File: src/rtl/uart_tx_arb_pkg.sv
// Shared types and constants for the UART transmit arbiter.
// Holds the FSM state enum, byte width and the tx_busy wait limit.
package uart_tx_arb_pkg;

    localparam int BYTE_W        = 8;
    localparam int WAIT_BUSY_MAX = 4;

    typedef enum logic [2:0] {
        ST_IDLE,
        ST_LOAD,
        ST_SEND,
        ST_WAIT_BUSY,
        ST_WAIT_DONE
    } arb_state_t;

endpackage

File: src/rtl/uart_tx_arbiter_if.sv
// Requester byte streams plus the transmitter send_en/tx_busy handshake.
// slave: arbiter side; master: requesters and transmitter side.
interface uart_tx_arbiter_if #(
    parameter int NUM_REQ = 4
);
    import uart_tx_arb_pkg::*;

    logic [NUM_REQ-1:0]        req_valid;
    logic [NUM_REQ*BYTE_W-1:0] req_data;
    logic [NUM_REQ-1:0]        req_last;
    logic [NUM_REQ-1:0]        req_ready;
    logic                      send_en;
    logic [BYTE_W-1:0]         send_data;
    logic                      tx_busy;

    modport slave (
        input  req_valid, req_data, req_last, tx_busy,
        output req_ready, send_en, send_data
    );

    modport master (
        output req_valid, req_data, req_last, tx_busy,
        input  req_ready, send_en, send_data
    );

endinterface

File: src/rtl/uart_tx_arbiter_rr_pick.sv
// Combinational round-robin search starting at ptr+1 (mod NUM_REQ).
// In: req_valid, ptr. Out: winner index, any (some request present).
module uart_rr_pick #(
    parameter int NUM_REQ = 4,
    parameter int IDW     = $clog2(NUM_REQ)
) (
    input  logic [NUM_REQ-1:0] req_valid,
    input  logic [IDW-1:0]     ptr,
    output logic [IDW-1:0]     winner,
    output logic               any
);

    logic [IDW-1:0] idx;

    always_comb begin
        winner = '0;
        any    = 1'b0;
        idx    = '0;
        for (int i = 1; i <= NUM_REQ; i++) begin
            idx = IDW'((int'(ptr) + i) % NUM_REQ);
            if (!any && req_valid[idx]) begin
                any    = 1'b1;
                winner = idx;
            end
        end
    end

endmodule

File: src/rtl/uart_tx_arbiter.sv
// Round-robin packet arbiter sharing one UART transmitter among NUM_REQ
// requesters. Ports: clk, rst (sync, active-high), tx_if (slave modport:
// req_valid/req_data/req_last/req_ready, send_en/send_data/tx_busy),
// grant_active, grant_id, timeout_pulse.
// Optional packet idle timeout: define UART_TX_ARB_TIMEOUT_EN.
module uart_tx_arbiter
    import uart_tx_arb_pkg::*;
#(
    parameter int NUM_REQ     = 4,
    parameter int TIMEOUT_CYC = 50_000
) (
    input  logic                       clk,
    input  logic                       rst,
    uart_tx_arbiter_if.slave           tx_if,
    output logic                       grant_active,
    output logic [$clog2(NUM_REQ)-1:0] grant_id,
    output logic                       timeout_pulse
);

    localparam int IDW  = $clog2(NUM_REQ);
    localparam int WB_W = $clog2(WAIT_BUSY_MAX);

    arb_state_t        state;
    arb_state_t        state_n;
    logic [IDW-1:0]    ptr;
    logic [IDW-1:0]    pick_id;
    logic              pick_any;
    logic              last_r;
    logic              cur_valid;
    logic              tmo_hit;
    logic [WB_W-1:0]   wb_cnt;
    logic [BYTE_W-1:0] bytes [NUM_REQ];

    for (genvar g = 0; g < NUM_REQ; g++) begin : g_bytes
        assign bytes[g] = tx_if.req_data[g*BYTE_W +: BYTE_W];
    end

    assign cur_valid = tx_if.req_valid[grant_id];

    uart_rr_pick #(
        .NUM_REQ (NUM_REQ)
    ) u_pick (
        .req_valid (tx_if.req_valid),
        .ptr       (ptr),
        .winner    (pick_id),
        .any       (pick_any)
    );

`ifdef UART_TX_ARB_TIMEOUT_EN
    localparam int TMO_W = $clog2(TIMEOUT_CYC);

    logic [TMO_W-1:0] tmo_cnt;

    // Counts consecutive starved LOAD cycles of the current grantee.
    assign tmo_hit = (state == ST_LOAD) && !cur_valid &&
                     (tmo_cnt == TMO_W'(TIMEOUT_CYC - 1));

    always_ff @(posedge clk) begin
        if (rst) begin
            tmo_cnt       <= '0;
            timeout_pulse <= 1'b0;
        end else begin
            timeout_pulse <= tmo_hit;
            if ((state == ST_LOAD) && !cur_valid && !tmo_hit)
                tmo_cnt <= tmo_cnt + 1'b1;
            else
                tmo_cnt <= '0;
        end
    end
`else
    logic unused_tmo;

    assign unused_tmo    = ^TIMEOUT_CYC;
    assign tmo_hit       = 1'b0;
    assign timeout_pulse = 1'b0;
`endif

    always_comb begin
        state_n = state;
        unique case (state)
            ST_IDLE:
                if (!tx_if.tx_busy && pick_any)
                    state_n = ST_LOAD;
            ST_LOAD:
                if (tmo_hit)
                    state_n = ST_IDLE;
                else if (cur_valid)
                    state_n = ST_SEND;
            ST_SEND:
                state_n = ST_WAIT_BUSY;
            ST_WAIT_BUSY:
                // A transmitter that never raises busy must not hang us.
                if (tx_if.tx_busy || (wb_cnt == WB_W'(WAIT_BUSY_MAX - 1)))
                    state_n = ST_WAIT_DONE;
            ST_WAIT_DONE:
                if (!tx_if.tx_busy)
                    state_n = last_r ? ST_IDLE : ST_LOAD;
            default:
                state_n = ST_IDLE;
        endcase
    end

    always_ff @(posedge clk) begin
        if (rst) begin
            state           <= ST_IDLE;
            ptr             <= IDW'(NUM_REQ - 1);
            grant_id        <= '0;
            tx_if.send_data <= '0;
            last_r          <= 1'b0;
            wb_cnt          <= '0;
        end else begin
            state <= state_n;
            if ((state == ST_IDLE) && (state_n == ST_LOAD))
                grant_id <= pick_id;
            if ((state == ST_LOAD) && (state_n == ST_SEND)) begin
                tx_if.send_data <= bytes[grant_id];
                last_r          <= tx_if.req_last[grant_id];
            end
            wb_cnt <= (state == ST_WAIT_BUSY) ? wb_cnt + 1'b1 : '0;
            if (((state == ST_WAIT_DONE) && (state_n == ST_IDLE)) || tmo_hit)
                ptr <= grant_id;
        end
    end

    assign grant_active  = (state != ST_IDLE);
    assign tx_if.send_en = (state == ST_SEND);

    always_comb begin
        tx_if.req_ready = '0;
        if (state == ST_LOAD)
            tx_if.req_ready[grant_id] = 1'b1;
    end

endmodule
File: src/flat_wrapper.sv
// flat-port wrapper written by rule: the top's interface ports become plain ports
module uart_tx_arbiter_flat import uart_tx_arb_pkg::*;
#(
    parameter int NUM_REQ     = 4,
    parameter int TIMEOUT_CYC = 50_000
)
  (clk, rst, grant_active, grant_id, timeout_pulse, tx_if_req_valid, tx_if_req_data, tx_if_req_last, tx_if_tx_busy, tx_if_req_ready, tx_if_send_en, tx_if_send_data);
  uart_tx_arbiter_if #(.NUM_REQ(NUM_REQ)) tx_if_i ();
  input  logic clk;
  input  logic rst;
  output logic grant_active;
  output logic [$clog2(NUM_REQ)-1:0] grant_id;
  output logic timeout_pulse;
  input wire logic [$bits(tx_if_i.req_valid)-1:0] tx_if_req_valid;
  input wire logic [$bits(tx_if_i.req_data)-1:0] tx_if_req_data;
  input wire logic [$bits(tx_if_i.req_last)-1:0] tx_if_req_last;
  input wire logic [$bits(tx_if_i.tx_busy)-1:0] tx_if_tx_busy;
  output wire logic [$bits(tx_if_i.req_ready)-1:0] tx_if_req_ready;
  output wire logic [$bits(tx_if_i.send_en)-1:0] tx_if_send_en;
  output wire logic [$bits(tx_if_i.send_data)-1:0] tx_if_send_data;
  assign tx_if_i.req_valid = tx_if_req_valid;
  assign tx_if_i.req_data = tx_if_req_data;
  assign tx_if_i.req_last = tx_if_req_last;
  assign tx_if_i.tx_busy = tx_if_tx_busy;
  assign tx_if_req_ready = tx_if_i.req_ready;
  assign tx_if_send_en = tx_if_i.send_en;
  assign tx_if_send_data = tx_if_i.send_data;
  uart_tx_arbiter #(.NUM_REQ(NUM_REQ), .TIMEOUT_CYC(TIMEOUT_CYC)) u_core (.clk(clk), .rst(rst), .tx_if(tx_if_i), .grant_active(grant_active), .grant_id(grant_id), .timeout_pulse(timeout_pulse));
endmodule
File: config.mk
export PLATFORM = sky130hd
export DESIGN_NAME = uart_tx_arbiter_flat
export DESIGN_NICKNAME = d
export VERILOG_FILES = /design/src/rtl/uart_tx_arb_pkg.sv /design/src/rtl/uart_tx_arbiter_if.sv /design/src/rtl/uart_tx_arbiter_rr_pick.sv /design/src/rtl/uart_tx_arbiter.sv /design/src/flat_wrapper.sv
export SDC_FILE = /design/constraint.sdc
export NUM_CORES = 1
export LEC_CHECK = 0
export CORE_MARGIN = 2
export CORE_UTILIZATION = 35
export CTS_CLUSTER_SIZE = 25
export DETAILED_ROUTE_END_ITERATION = 16
export PLACE_DENSITY = 0.75
export SETUP_SLACK_MARGIN = 0.05
export SLEW_MARGIN = 20
export SYNTH_ARGS = -nofsm -noshare
export SYNTH_HDL_FRONTEND = slang
export SYNTH_SLANG_ARGS = --single-unit
File: constraint.sdc
create_clock -name clk -period 1.65 [get_ports clk]
set_input_delay 0.2475 -clock clk [delete_from_list [all_inputs] [get_ports clk]]
set_output_delay 0.2475 -clock clk [all_outputs]
set_load 0.01 [all_outputs]
==> results.cfg <==
[run_status]
status = completed

[grt]
antenna_found_initial = 0
grt_pass1_vias = 1278
grt_pass1_wl_um = 5620
track_usage_pct = 20.6
grt_start_max_net_pins = 16
grt_overflow = 0

[synth]
ys_seq_area_share_pct = 31.3
syn-cell-area_um2 = 1150
avgSynthCellArea_um2 = 10.3
ys_seq_elements = 18
yosysWarnings = 0
netlist_top_cells_count = 18 x dfxtp_1, 16 x nor2_1, 10 x mux2i_1, 10 x mux4_2, 7 x nand2_1
syn_nets = 156
synth_top_area_share_pct = 31.3
synth_cells = 112
ys_types = 37
netlist_top_cells_area = dfxtp_1 31%, mux4_2 20%, mux2i_1 8.7%
yosysTopAreaCell = dfxtp_1
synthMostInstantiatedCell = dfxtp_1
async_reset_ff_share_pct = 0
ys.flop_type = dfxtp_1
synth_edf_count = 0

[placed_design]
dpl.hpwl_um = 2610
placed_cell_area_um2 = 1870
dpl.cell_count = 226
gp_congestion = 0.908
port_buffers = 58

[power_and_ir_drop]
power_density_nw_per_um2 = 731
power_frac_clock_pct = 18.9
p_sw_share_pct = 30.3
p_switching_w = 0.000447
finalPower_w = 0.00148
p_leak_nw = 0.855
ir_drop_mv = 0.340
p_seq_share_pct = 34.7
internal_power_w = 0.00103
p_comb_share_pct = 46.5

[floorplan]
ioPinCount = 60
core_um2 = 3080
dieArea_um2 = 3760
die_w_um = 61.3
num_rows = 20
die_y_um = 61.3
start_util_pct = 37.4

[detailed_routing]
drc = 0
wl_per_cell_um = 15.4
ant_nets = 0
vias = 1223
drt_iter0_markers = 34
viasPerCell = 5.16
drt-pass1-iter-count = 4
wirelength_um = 3650

[final_layout]
antennaDiodeCount = 0
final_layout_size_suffix_gt1_share_pct = 32.1
fin_area_um2 = 2020
fin_nets = 238
area_growth_pct = 75.8
finalNonFillerCells = 237

[cts]
clock_path_buffers = 2
cts_tree = built
cts-root-buf = clkbuf_4
cts.sinks = 18
htree_levels = 1
clkSlewWorstSetupHoldPaths_ps = 110
cts_made_buffers = 3
clk_latency_ps = 300

[worst_setup_path]
r2r_end = u_core.grant_id[1]
worst_setup_path_start_kind = flop
path_class = reg2reg
crit_fanout = 5
timing.rr.start = u_core.state[1]
crit_start = u_core.state[1]
ff2ff_setup_slack_ps = 40
crit_path_end = u_core.grant_id[1]
cp_data_arrival_time_ps = 1810
crit_required_ps = 1840
r2r.worst_path.cells = 5
endpoint_kind = flop

[sta]
min_period_ps = 1610
hold_violations = 0
setup_viol = 0
drv_slew = 0
skew_ps = 3.92
max_freq_mhz = 620
finalCritPeriodShare_pct = 97.8
fin_setup_tns_ps = 0
hold_slack_ps = 448
rsz0062_at_grt = yes

[min_path]
min_from = u_core.wb_cnt[0]
hp-class = reg2reg

[job]
drv_cap = 0
metrics by stage:
stage | setup WS [ps] | util [%]
2_1_floorplan | 55.7 | -
3_3_place_gp | -147 | 60.8
3_5_place_dp | -196 | 60.8
4_1_cts | 25.4 | 65.2
5_1_grt | -26.9 | 65.7
6_report | 36.5 | 65.7
sequential cells by signal, summed over array words and instances (netlist names):
signal and cells:
u_core.grant_id 2, u_core.tx_if.send_data 8, u_core.wb_cnt 2, u_core.state 3
u_core.last_r 1, u_core.ptr 2
cells in the final DEF, fill, tap and decap left out, types with 2 or more instances in the layout:
cell,n
a21oi_1,2
a22oi_1,2
a311oi_1,2
buf_2,3
buf_4,23
buf_6,4
clkbuf_4,3
clkdlybuf4s50_1,51
dfxtp_1,13
dfxtp_4,4
inv_1,5
mux2i_1,10
mux4_2,10
nand2_1,6
nor2_1,16
nor2b_4,2
nor3_1,4
o211ai_1,3
o21ai_0,2
power groups by stage:
stage	sequential [W]	combinational (W)	clock, W
after floorplan	0.000519	0.000311	0
after global placement	0.000515	0.000592	0
after detailed placement	0.000516	0.000603	0
after CTS	0.000507	0.000669	0.000286
after global routing	0.000518	0.000742	0.000313
final	0.000512	0.000687	0.000279
how the worst min path moves through the flow:
stage | to | slack (ps) | depth (start not counted)
6_report | u_core.wb_cnt[0] | 450 | 1
5_1_grt | u_core.wb_cnt[0] | 480 | 1
4_1_cts | u_core.wb_cnt[0] | 450 | 1
3_5_place_dp | u_core.wb_cnt[0] | 430 | 1
3_3_place_gp | u_core.wb_cnt[0] | 410 | 1
2_1_floorplan | u_core.state[2] | 400 | 2
layer usage:
layer  global-route usage (%)  wire, um
met1                     21.9      1390
met2                     38.6      1910
met3                     5.04       294
met4                     8.39        53
met5                        0         0
area by class of cell:
type                       count  area (um^2)
sequential                    18          377
multi-input combinational     82          768
clock buffer                   4         36.3
fill                         257         1060
timing repair buffer          84          767
inverter                       5         18.8
tap                           44         55.1
timing repair:
action | CTS | global route
resized for setup | 35 | 11
gates cloned | 0 | 0
buffers inserted | 7 | 2
pin swaps | 2 | 3
hold buffers | 0 | 0
setup endpoints to repair | 13 | 16
critical path, cell delays in order (launching register included):
cell,delay [ps]
dfxtp_4,400
buf_6,130
or4_4,490
a31oi_4,190
nor2_1,60
a311oi_1,240
logic make-up (layout without fill, tap and decap cells):
kind of cell / after synthesis / in the layout / synth area share (%)
AND/OR/NAND/NOR: 43 / 43 / 20.1
multiplexers: 20 / 20 / 28.3
flip-flops: 18 / 18 / 31.3
AO/OA/AOI/OAI: 17 / 17 / 12.2
buffers and inverters: 12 / 93 / 6.64
adder cells (fa/ha/maj): 1 / 1 / 1.09
other: 1 / 1 / 0.326
No activity file was read; power rests on OpenSTA's default activity.
